==> config.mk <==
export PLATFORM = sky130hd
export DESIGN_NAME = fetch_unit
export DESIGN_NICKNAME = d
export VERILOG_FILES = /design/src/rtl/fetch_unit.sv
export SDC_FILE = /design/constraint.sdc
export NUM_CORES = 1
export LEC_CHECK = 0
export CORE_ASPECT_RATIO = 0.5
export CORE_MARGIN = 3
export CORE_UTILIZATION = 38
export CTS_CLUSTER_SIZE = 12
export DETAILED_ROUTE_END_ITERATION = 7
export PLACE_DENSITY = 0.79
export SKIP_LAST_GASP = 1
export SLEW_MARGIN = 15
export SYNTH_ARGS = -nofsm -noshare
export SYNTH_HDL_FRONTEND = slang
export SYNTH_SLANG_ARGS = --single-unit
==> constraint.sdc <==
create_clock -name clk -period 3.4 [get_ports clk]
set_input_delay 0.51 -clock clk [delete_from_list [all_inputs] [get_ports clk]]
set_output_delay 0.51 -clock clk [all_outputs]
set_load 0.02 [all_outputs]
==> src/rtl/fetch_unit.sv <==
// fetch_unit: instruction-fetch stage with branch redirect, one-bubble squash
// and a one-entry hold buffer for downstream stalls.
module fetch_unit #(
   parameter int PC_W     = 11,
   parameter int INSTR_W  = 32,
   parameter int RESET_PC = 0,
   parameter int CNT_W    = 16
) (
   input  logic               clk,
   input  logic               rst_n,
   input  logic               stall,
   input  logic               branch_control,
   input  logic [PC_W-1:0]    branch_pc,
   output logic [PC_W-1:0]    imem_addr,
   input  logic [INSTR_W-1:0] imem_rdata,
   output logic [INSTR_W-1:0] instr,
   output logic [PC_W-1:0]    instr_pc,
   output logic               instr_valid,
   output logic [PC_W-1:0]    link_pc,
   output logic [CNT_W-1:0]   redirect_cnt
);
   typedef enum logic [1:0] {BOOT, RUN, HOLD, REDIRECT} state_t;
   state_t state, state_d;
   logic [PC_W-1:0] pc_q, pc_d, pend_pc, pend_d;
   logic [INSTR_W-1:0] hold_q, hold_d;
   logic [CNT_W-1:0] cnt_d;
   logic advance;
   always_ff @(posedge clk or negedge rst_n) begin
      if (!rst_n) begin
         state        <= BOOT;
         pc_q         <= PC_W'(RESET_PC);
         pend_pc      <= '0;
         hold_q       <= '0;
         redirect_cnt <= '0;
      end else begin
         state        <= state_d;
         pc_q         <= pc_d;
         pend_pc      <= pend_d;
         hold_q       <= hold_d;
         redirect_cnt <= cnt_d;
      end
   end
   // BOOT and REDIRECT always advance; a valid slot advances unless redirected or stalled
   always_comb begin
      state_d = state;
      pc_d    = pc_q;
      pend_d  = pend_pc;
      hold_d  = hold_q;
      cnt_d   = redirect_cnt;
      advance = !instr_valid || (!branch_control && !stall);
      if (advance) begin
         pend_d  = pc_q;
         pc_d    = pc_q + PC_W'(1);
         state_d = RUN;
      end else if (branch_control) begin
         pc_d    = branch_pc;
         cnt_d   = &redirect_cnt ? redirect_cnt : redirect_cnt + CNT_W'(1);
         state_d = REDIRECT;
      end else begin
         hold_d  = (state == RUN) ? imem_rdata : hold_q;
         state_d = HOLD;
      end
   end
   assign imem_addr   = pc_q;
   assign instr_valid = (state == RUN) || (state == HOLD);
   assign instr       = (state == RUN) ? imem_rdata : (state == HOLD) ? hold_q : '0;
   assign instr_pc    = instr_valid ? pend_pc : '0;
   assign link_pc     = instr_pc + PC_W'(1);
endmodule

## Word-level counts from Yosys, hierarchy flattened

Cells that the tools add are included.

| storage, ports and cells | value |
|---|---|
| register bits | 72 |
| output and inout port bits | 82 |

| operators by class | value |
|---|---|
| bitwise operators | 3 |
| reductions and logical operators | 10 |
| add/sub/neg operators | 3 |
| mux-type cells | 7 |
| equal/unequal tests | 2 |

Operators by type and width:

| operator | count |
|---|---|
| 32-bit two-way mux | 2 |
| 11-bit two-way mux | 3 |
| 11-bit by 1-bit adder with 11-bit output (second input constant) | 2 |
| 16-bit by 1-bit adder with 16-bit output (second input constant) | 1 |
| 16-bit AND reduction | 1 |
| 3-bit AND reduction | 2 |
| 1-bit logical NOT | 3 |
| 1-bit inverter | 3 |
| 2-bit by 1-bit equality test with 1-bit output (second input constant) | 1 |
| 2-bit equality test (second input constant) | 1 |
| 1-bit logical OR | 2 |
| 2-bit two-way mux | 1 |
| 2-bit nonzero test | 1 |
| 1-bit logical AND | 1 |
| 1-bit two-way mux | 1 |

## Depth between registers and ports, before layout

Gate-level depths: netlist (run 1).

| depth | value |
|---|---|
| depth in word-level cells | 6 |
| gate-level depth with buffers | 10 |

## Worst setup path before layout (run 1)

Ideal clock, no wire load.

| path | value |
|---|---|
| kind | register to output |
| start point | register state[0] |
| end point | output link_pc[10] |
| data arrival time | 2,422 ps |
| path slack | 468 ps |
| required time | 2,890 ps |
| stages on the path, launching flop included | 11 |
| path buffers | 1 |
| cells stage by stage | dfrtp_1 > inv_1 > ha_1 > clkbuf_1 > nor2b_1 > ha_1 > nand3_1 > nor2_1 > nand3_1 > xor2_1 > nor2_1 |

| between the ends | value |
|---|---|
| longest elaborated chain between the ends | 4 |
| elaborated cells on any way between the ends | 5 |
| those cells by class | add/sub (1); eq/ne (2); mux (1); reduce/logical (1) |

RTL lines:

| what | line | source |
|---|---|---|
| from (decl) | 23 | `state_t state, state_d;` |
| from (signal assigned) | 36 | `state <= state_d;` |
| 2-bit by 1-bit equality test with 1-bit output or 2-bit equality test (tied branches) | 65 | `assign instr_valid = (state == RUN) \|\| (state == HOLD);` |
| 1-bit logical OR (*) | 65 |  |
| 11-bit two-way mux (*) | 67 | `assign instr_pc = instr_valid ? pend_pc : '0;` |
| named net instr_pc[1] | 17 | `output logic [PC_W-1:0] instr_pc,` |
| 11-bit by 1-bit adder with 11-bit output (*) | 68 | `assign link_pc = instr_pc + PC_W'(1);` |
| to (decl) | 19 | `output logic [PC_W-1:0] link_pc,` |

The timed path passes the listed nets; every way through them passes the cells marked *.

## Final worst setup path (run 1)

| path | value |
|---|---|
| start point | register state[0] |
| end point | output link_pc[6] |

| between the ends | value |
|---|---|
| longest elaborated chain between the ends | 4 |
| elaborated cells on any way between the ends | 5 |
| those cells by class | add/sub (1); eq/ne (2); mux (1); reduce/logical (1) |

RTL lines:

| what | line |
|---|---|
| 2-bit by 1-bit equality test with 1-bit output or 2-bit equality test (tied branches) | 65 |
| 1-bit logical OR (*) | 65 |
| 11-bit two-way mux (*) | 67 |
| 11-bit by 1-bit adder with 11-bit output (*) | 68 |

Every way passes the cells marked *; elsewhere a longest branch is shown, timed or not.

==> impl_metrics.env, run 1 <==
export IMPL_cts_sinks=72
export IMPL_cp_arrival_ns=2.63
export IMPL_nets=591
export IMPL_hold_buffers=0
export IMPL_grt_pass1_vias=3334
export IMPL_drv_cap=0
export IMPL_globalRouteTotalUtil_pct=17.7
export IMPL_drtIter0Drc=199
export IMPL_via_per_inst=5.02
export IMPL_syn_nets=471
export IMPL_required_ns=2.89
export IMPL_synth_area_leader_cell="dfrtp_1"
export IMPL_synth_seq_cells=72
export IMPL_cts_root_buf="clkbuf_16"
export IMPL_critPathLaunchType="flop"
export IMPL_grt_pass1_wl_um=16500
export IMPL_fillers=827
export IMPL_multi_input_area_mm2=0.00195
export IMPL_fmaxAchievable_mhz=318
export IMPL_rsz0062_at_grt="false"
export IMPL_synthTopCellsByArea="dfrtp_1 (46%), nand2_1 (11%), mux2_2 (9.5%), o21ai_0 (4.9%), xnor2_1 (3.8%)"
export IMPL_status="complete, no violations"
export IMPL_final_setup_tns_ns=0
export IMPL_skew_ns=0.00714
export IMPL_overflow=0
export IMPL_cts_clk_slew_worst_paths_ns=0.06
export IMPL_dieArea_mm2=0.0116
export IMPL_n_antenna_cell=0
export IMPL_synth_top_area_share_pct=46.2
export IMPL_leakage_nw=2.33
export IMPL_synth_ff_type="dfrtp_1"
export IMPL_syn_inst=419
export IMPL_dp_cells=663
export IMPL_power_density_mw_per_mm2=962
export IMPL_setup_viol_count_final=0
export IMPL_slew_viol_final=0
export IMPL_synthDistinctLibCells=44
export IMPL_finalHoldViolations=0
export IMPL_numCtsBuffers=9
export IMPL_syn_area_mm2=0.00390
export IMPL_end_kind="output pin"
export IMPL_cts_tree="yes"
export IMPL_final_antenna_net_count=0
export IMPL_io_buffers=128
export IMPL_final_common_cell="clkdlybuf4s50_1"
export IMPL_r2r_slack_ns=1.00
export IMPL_die_h_um=77.6
export IMPL_ys_seq_area_share_pct=46.2
export IMPL_r2r_start="state[0]"
export IMPL_relSlewSlack_pct=42.1
export IMPL_die_x_um=149
export IMPL_clockBufferDepth=2
export IMPL_first_pass_iters=4
export IMPL_ios=129
export IMPL_ys_warn_count=0
export IMPL_critical_path_class="reg -> out"
export IMPL_synth_edff_count=0
export IMPL_drive_above_1_share_pct=12.0
export IMPL_place_gp_congestion=0.795
export IMPL_period_needed_ns=3.14
export IMPL_routedWlPerCell_um=14.7
export IMPL_syn_avg_cell_area_um2=9.30
export IMPL_final_cell_mix="clkdlybuf4s50_1 (125), nand2_1 (110), dfrtp_1 (72)"
export IMPL_vdd_ir_drop_max_mv=0.467
export IMPL_htree_levels=3
export IMPL_worstHoldPathType="in -> async"
export IMPL_final_seq_area_mm2=0.00180
export IMPL_reg2regPathDepth=9
export IMPL_rows=25
export IMPL_rr_endpoint="imem_addr[8]"
export IMPL_area_growth_pct=44.1
export IMPL_start_util_pct=40.2
export IMPL_fin_cells=678
export IMPL_async_reset_ff_share_pct=100
export IMPL_final_period_utilization_pct=92.5
export IMPL_core_area_mm2=0.00970
export IMPL_path_max_fanout=4
export IMPL_vias=3406
export IMPL_grt_max_degree=39
export IMPL_hpwl_um=7220
export IMPL_antenna_found_initial=0
export IMPL_worst_setup_path_startpoint="state[0]"
export IMPL_routed_wl_um=9970
export IMPL_crit_path_end="link_pc[6]"
export IMPL_drc=0
export IMPL_clock_latency_ns=0.34
export IMPL_worst_pin_slew_ns=0.868
[power breakdown]
part | leakage [nW] | switching [mW] | internal (mW) | total [mW]
Combinational | 1.30 | 1.48 | 1.32 | 2.80
Sequential | 0.874 | 0.355 | 1.23 | 1.59
Clock | 0.155 | 0.357 | 0.657 | 1.01
[worst min path at each step]
stage                                  to  cells after the start       startpoint  slack (ns)
after floorplan                 hold_q[0]                      0            rst_n        0.21
after global placement    redirect_cnt[8]                      1  redirect_cnt[8]        0.49
after detailed placement       hold_q[25]                      1       hold_q[25]        0.49
after CTS                 redirect_cnt[3]                      1            rst_n        0.32
after global routing           hold_q[16]                      1            rst_n        0.35
final                          hold_q[16]                      1            rst_n        0.29
[Yosys cell counts, types with 2 or more instances]
library cell and count:
nand2_1 110, dfrtp_1 72, o21ai_0 38, mux2_2 33
nor2_1 18, nand3_1 17, xnor2_1 17, clkbuf_1 15
xor2_1 11, nor2b_1 7, a22oi_1 6, nand4_1 6
a21oi_1 5, and2b_1 5, and3_1 5, ha_1 5
inv_1 5, and4_1 4, buf_4 4, o22ai_1 4
buf_2 3, clkbuf_2 3, a2bb2oi_1 2, a31oi_1 2
mux2i_1 2, nor3_1 2
[critical path: stages (launching register included)]
cell	delay, ns
dfrtp_1	0.35
inv_1	0.05
ha_1	0.33
and2b_1	0.24
ha_1	0.19
nand3_1	0.17
nor2_4	0.19
xnor2_1	0.08
nor2_1	0.09
clkdlybuf4s50_1	0.61
[timing repair]
| item | CTS | global route |
|---|---|---|
| setup buffers | 0 | 0 |
| gates resized for setup | 1 | 3 |
| endpoints found under the setup margin | 2 | 2 |
[cell families (layout without fill, tap and decap cells)]
logic type / after synthesis / in the layout / synth area share, %
xor gates and xnor gates: 28 / 28 / 6.29
adders and majority gates: 5 / 5 / 1.61
and+or+nand+nor: 179 / 179 / 20.9
AOI/OAI and AO/OA: 67 / 67 / 10.9
muxes: 35 / 35 / 10.1
buffers and inverters: 33 / 157 / 4.01
DFF: 72 / 72 / 46.2
[sequential cells by signal (all words and copies together), names as in the netlist]
register	flops
pend_pc	11
state	2
hold_q	32
redirect_cnt	16
imem_addr	11
[layout make-up]
cell class              instances  share of cell area, %
well taps                     135                   3.01
multi-input cells             314                   34.7
flip-flops and latches         72                   32.1
clock buffers                  10                   4.26
repair buffers                135                   24.0
inverters                       7                  0.513
clock inverters                 5                   1.45
[metal layers]
metal	track usage, %	wire length, um	up-vias
met5	0	0	-
li1	-	-	1666
met2	29.8	4950	92
met4	4.20	141	0
met1	22.6	4330	1637
met3	5.13	537	11
[stage by stage]
step,power [mW],setup WS [ns],util [%],instance area [um^2],hold WS [ns]
global route,5.76,0.118,57.9,5610,0.350
CTS,5.44,0.0340,57.8,5600,0.325
finish,5.40,0.255,57.9,5610,0.290
detailed placement,4.40,0.332,54.5,5280,0.495
global placement,4.34,0.459,54.5,5280,0.486
floorplan,3.24,0.468,-,3900,0.214
(Power assumes the default switching activity.)
==> run 2: changes to the inputs <==
--- a/config.mk
+++ b/config.mk
@@ -10,9 +10,10 @@
 export CORE_UTILIZATION = 38
 export CTS_CLUSTER_SIZE = 12
 export DETAILED_ROUTE_END_ITERATION = 7
+export MAX_ROUTING_LAYER = met4
 export PLACE_DENSITY = 0.79
+export SKIP_CTS_REPAIR_TIMING = 1
 export SKIP_LAST_GASP = 1
-export SLEW_MARGIN = 15
 export SYNTH_ARGS = -nofsm -noshare
 export SYNTH_HDL_FRONTEND = slang
 export SYNTH_SLANG_ARGS = --single-unit
==> run 2 against run 1 <==
Effect of this change:
- design area unchanged
- wire length about the same
- global-route usage increased by 0.48 points
- clock skew barely moved
- die area unchanged
- register-to-register slack about the same
- final cell count unchanged
- highest routed layer unchanged
==> impl_metrics.env, run 2 (synthesized netlist as in run 1, its figures left out) <==
export IMPL_status="complete, no violations"
export IMPL_nets=591
export IMPL_grt_pass1_vias=3332
export IMPL_clock_power_share_pct=18.8
export IMPL_antenna_found_initial=0
export IMPL_ios=129
export IMPL_comb_power_share_pct=51.8
export IMPL_numCtsBuffers=9
export IMPL_clock_latency_ns=0.34
export IMPL_via_per_inst=5.02
export IMPL_fin_cells=678
export IMPL_end_kind="output pin"
export IMPL_area_growth_pct=44.1
export IMPL_leakage_nw=2.33
export IMPL_cts_sinks=72
export IMPL_core_area_mm2=0.00970
export IMPL_clockBufferDepth=2
export IMPL_n_antenna_cell=0
export IMPL_drive_above_1_share_pct=12.0
export IMPL_worstHoldPathType="in -> async"
export IMPL_path_max_fanout=4
export IMPL_setup_viol_count_final=0
export IMPL_final_core_util_pct=57.9
export IMPL_relSlewSlack_pct=41.7
export IMPL_grt_max_degree=39
export IMPL_start_util_pct=40.2
export IMPL_final_common_cell="clkdlybuf4s50_1"
export IMPL_p_int_mw=3.21
export IMPL_rows=25
export IMPL_critPathLaunchType="flop"
export IMPL_cts_root_buf="clkbuf_16"
export IMPL_largest_reg_flops=32
export IMPL_drv_cap=0
export IMPL_place_gp_congestion=0.806
export IMPL_htree_levels=3
export IMPL_power_density_mw_per_mm2=962
export IMPL_rsz0062_at_grt="false"
export IMPL_drc=0
export IMPL_top_regs="hold_q x32, redirect_cnt x16"
export IMPL_globalRouteTotalUtil_pct=18.1
export IMPL_skew_ns=0.00722
export IMPL_dpl_instance_area_mm2=0.00528
export IMPL_slew_viol_final=0
export IMPL_power_switching_mw=2.19
export IMPL_cts_tree="yes"
export IMPL_fillers=827
export IMPL_vdd_ir_drop_max_mv=0.466
export IMPL_hpwl_um=7220
export IMPL_first_pass_iters=5
export IMPL_netSwitchingFraction_pct=40.6
export IMPL_period_needed_ns=3.15
export IMPL_cts_clk_slew_worst_paths_ns=0.06
export IMPL_overflow=0
export IMPL_routed_wl_um=9970
export IMPL_worst_pin_slew_ns=0.875
export IMPL_routedWlPerCell_um=14.7
export IMPL_vias=3402
export IMPL_grt_pass1_wl_um=16500
export IMPL_final_area_mm2=0.00561
export IMPL_die_h_um=77.6
export IMPL_final_cell_mix="clkdlybuf4s50_1 (125), nand2_1 (110), dfrtp_1 (72)"
export IMPL_required_ns=2.89
export IMPL_io_buffers=128
export IMPL_critical_path_class="reg -> out"
export IMPL_cp_arrival_ns=2.64
export IMPL_final_antenna_net_count=0
export IMPL_top_register="hold_q"
export IMPL_drtIter0Drc=177
export IMPL_dp_cells=663
export IMPL_fmaxAchievable_mhz=318
export IMPL_seq_power_share_pct=29.3
export IMPL_final_period_utilization_pct=92.5
export IMPL_dieArea_mm2=0.0116
export IMPL_die_x_um=149
export IMPL_finalHoldViolations=0
==> run 2: cell counts in the layout (fill, tap and decap cells not counted) <==
No cell type changed its count.
==> run 2: cell type report <==
| cell class | instances | area, um^2 | share of cell area [%] |
|---|---|---|---|
| tap | 135 | 169 | 3.01 |
| sequential | 72 | 1800 | 32.1 |
| multi-input combinational | 314 | 1950 | 34.7 |
| clock buffer | 10 | 239 | 4.26 |
| inverter | 7 | 28.8 | 0.513 |
| clock inverter | 5 | 81.3 | 1.45 |
| timing repair buffer | 135 | 1350 | 24.0 |
==> run 2: power by group through the flow <==
stage	Clock, mW	Combinational [mW]	Sequential [mW]
2_1_floorplan	0	1.66	1.58
3_3_place_gp	0	2.76	1.58
3_5_place_dp	0	2.81	1.60
4_1_cts	1.03	2.82	1.58
5_1_grt	1.07	3.04	1.64
6_report	1.02	2.80	1.59
==> run 2: path summary, 6_finish.rpt <==
path	from	to	slack, ns	cells past startpoint
worst min register to register	hold_q[7]	hold_q[7]	0.50	1
worst min-delay path	rst_n	hold_q[16]	0.29	1
worst max register to register	state[0]	imem_addr[8]	1.00	9
worst max-delay path	state[0]	link_pc[6]	0.25	9
min in group clk	hold_q[7]	hold_q[7]	0.50	1
max in group asynchronous	rst_n	imem_addr[5]	2.33	2
==> run 2: stage by stage <==
step / worst slack, ns / hold WS, ns / TNS [ns] / power [mW]
6_report: 0.255 / 0.290 / 0 / 5.40
5_1_grt: 0.120 / 0.351 / 0 / 5.76
4_1_cts: -0.0322 / 0.325 / -0.0418 / 5.44
3_5_place_dp: 0.332 / 0.495 / 0 / 4.40
3_3_place_gp: 0.459 / 0.486 / 0 / 4.34
2_1_floorplan: 0.468 / 0.214 / 0 / 3.24
==> run 2: routing by layer <==
layer | up-vias | GRT usage (%) | share of wire (%) | wire length, um
li1 | 1666 | - | - | -
met1 | 1631 | 22.7 | 44 | 4400
met2 | 94 | 29.8 | 49 | 4910
met3 | 11 | 4.84 | 5.5 | 546
met4 | 0 | 4.20 | 1.1 | 114
met5 | - | - | 0 | 0
==> run 2: worst max-delay path, cell delays in order, from the launching register on <==
cell and delay (ns):
dfrtp_1 0.35, inv_1 0.05, ha_1 0.33, and2b_1 0.24, ha_1 0.19, nand3_1 0.17
nor2_4 0.19, xnor2_1 0.08, nor2_1 0.09, clkdlybuf4s50_1 0.61
==> run 3: changes to the inputs <==
--- a/config.mk
+++ b/config.mk
@@ -5,9 +5,9 @@
 export SDC_FILE = /design/constraint.sdc
 export NUM_CORES = 1
 export LEC_CHECK = 0
-export CORE_ASPECT_RATIO = 0.5
 export CORE_MARGIN = 3
 export CORE_UTILIZATION = 38
+export CTS_CLUSTER_DIAMETER = 150
 export CTS_CLUSTER_SIZE = 12
 export DETAILED_ROUTE_END_ITERATION = 7
 export MAX_ROUTING_LAYER = met4
==> run 3 against run 2 <==
Effect of this change:
- combinational power barely moved
- setup slack gained 0.097 ns
- first-iteration DRC count shrank 9.0%
- clock power down 18%
- sequential share of layout area is 0.47 points higher
- maximum frequency up 3.2%
- critical path type unchanged
- largest cell class unchanged
==> impl_metrics.env, run 3 (synthesized netlist as in run 1, its figures left out) <==
export IMPL_status="complete, no violations"
export IMPL_worst_setup_path_startpoint="state[0]"
export IMPL_start_util_pct=39.5
export IMPL_grt_util_met1_pct=21.5
export IMPL_final_antenna_net_count=0
export IMPL_final_common_cell="clkdlybuf4s50_1"
export IMPL_skew_ns=0.00883
export IMPL_required_ns=2.89
export IMPL_final_cell_mix="clkdlybuf4s50_1 (124), nand2_1 (110), dfrtp_1 (72)"
export IMPL_worst_pin_slew_ns=0.871
export IMPL_top_regs="hold_q x32, redirect_cnt x16"
export IMPL_first_pass_iters=7
export IMPL_r2r_slack_ns=1.19
export IMPL_slew_viol_final=0
export IMPL_largest_reg_flops=32
export IMPL_end_kind="output pin"
export IMPL_worstHoldPathType="in -> async"
export IMPL_core_area_mm2=0.00986
export IMPL_n_antenna_cell=0
export IMPL_overflow=0
export IMPL_cp_arrival_ns=2.54
export IMPL_drive_above_1_share_pct=12.1
export IMPL_area_growth_pct=42.0
export IMPL_final_setup_tns_ns=0
export IMPL_via_per_inst=5.03
export IMPL_final_period_utilization_pct=89.7
export IMPL_drv_cap=0
export IMPL_io_buffers=128
export IMPL_antenna_found_initial=0
export IMPL_critical_path_class="reg -> out"
export IMPL_cp_cell_sequence="inv_1, ha_1, and2b_1, ha_1, nand3_1, xor2_1, nor2_1, clkdlybuf4s50_1"
export IMPL_vdd_ir_drop_max_mv=0.548
export IMPL_vias=3408
export IMPL_routed_wl_um=9810
export IMPL_dieArea_mm2=0.0115
export IMPL_clock_latency_ns=0.34
export IMPL_rr_endpoint="hold_q[10]"
export IMPL_drtIter0Drc=161
export IMPL_reg2regPathDepth=6
export IMPL_cts_root_buf="clkbuf_8"
export IMPL_cp_depth=8
export IMPL_hpwl_um=6980
export IMPL_critPathLaunchType="flop"
export IMPL_routedWlPerCell_um=14.5
export IMPL_period_needed_ns=3.05
export IMPL_drc=0
export IMPL_slowest_stage="clkdlybuf4s50_1"
export IMPL_r2r_start="state[1]"
export IMPL_cts_clk_slew_worst_paths_ns=0.08
export IMPL_clockBufferDepth=2
export IMPL_max_stage_delay_ns=0.61
export IMPL_globalRouteTotalUtil_pct=17.4
export IMPL_rsz0062_at_grt="false"
export IMPL_grtUsageMet2_pct=28.7
export IMPL_path_max_fanout=4
export IMPL_cts_tree="yes"
export IMPL_grt_util_met3_pct=2.88
export IMPL_nets=591
export IMPL_ios=129
export IMPL_grt_max_degree=73
export IMPL_crit_path_end="link_pc[4]"
export IMPL_setup_viol_count_final=0
export IMPL_fillers=861
export IMPL_relSlewSlack_pct=41.9
export IMPL_power_density_mw_per_mm2=941
export IMPL_cp_top_family="buffers and inverters"
export IMPL_top_register="hold_q"
export IMPL_die_h_um=107
export IMPL_die_x_um=107
export IMPL_rows=36
export IMPL_numCtsBuffers=9
export IMPL_timing_hold_ws_ns=0.278
export IMPL_finalHoldViolations=0
export IMPL_path_buf_inv=2
export IMPL_place_gp_congestion=0.825
export IMPL_fmaxAchievable_mhz=328
export IMPL_cp_common_cell="ha_1"
export IMPL_grt_pass1_vias=3280
export IMPL_grt_pass1_wl_um=15800
export IMPL_cts_sinks=72
export IMPL_leakage_nw=2.31
export IMPL_htree_levels=3
export IMPL_busiest_layer="met2"
==> run 3: power breakdown <==
group / switching [mW] / internal (mW)
clock: 0.310 / 0.526
sequential: 0.370 / 1.23
combinational: 1.46 / 1.32
==> run 3: worst reg2reg max path, cell delays in order, from the launching register on <==
cell and delay (ns):
dfrtp_1 0.40, inv_1 0.07, ha_2 0.17, buf_4 0.43, and3_1 0.24, buf_4 0.35, mux2_2 0.42
==> run 3: final cells by class <==
type | count | area (um^2) | area share (%)
Tap cell | 133 | 166 | 3.01
Inverter | 7 | 28.8 | 0.520
Clock inverter | 5 | 103 | 1.85
Sequential cell | 72 | 1800 | 32.6
Multi-Input combinational cell | 314 | 1940 | 35.1
Clock buffer | 11 | 151 | 2.74
Timing Repair Buffer | 135 | 1340 | 24.2
==> run 3: per-layer routing <==
metal	part of all wire [%]	wire, um
met4	2.0	201
met5	0	0
met1	43	4250
met2	48	4720
met3	6.4	629
==> run 3: worst min-delay path by stage <==
stage | start | end | slack [ns] | depth (start not counted)
floorplan | rst_n | hold_q[0] | 0.21 | 0
detailed placement | pend_pc[0] | pend_pc[0] | 0.49 | 2
global placement | redirect_cnt[13] | redirect_cnt[13] | 0.48 | 1
finish | rst_n | redirect_cnt[0] | 0.28 | 1
global route | rst_n | redirect_cnt[0] | 0.36 | 1
CTS | rst_n | redirect_cnt[0] | 0.32 | 1
==> run 3: per-stage QoR <==
| stage | setup slack (ns) | power, mW | std cells | utilization (%) | cell area, um^2 |
|---|---|---|---|---|---|
| floorplan | 0.468 | 3.24 | 419 | - | 3900 |
| global placement | 0.473 | 4.31 | 661 | 53.4 | 5270 |
| detailed placement | 0.365 | 4.40 | 661 | 53.4 | 5270 |
| CTS | -0.0246 | 5.27 | 677 | 56.0 | 5520 |
| global route | 0.207 | 5.55 | 677 | 56.1 | 5530 |
| finish | 0.352 | 5.21 | 677 | 56.1 | 5530 |
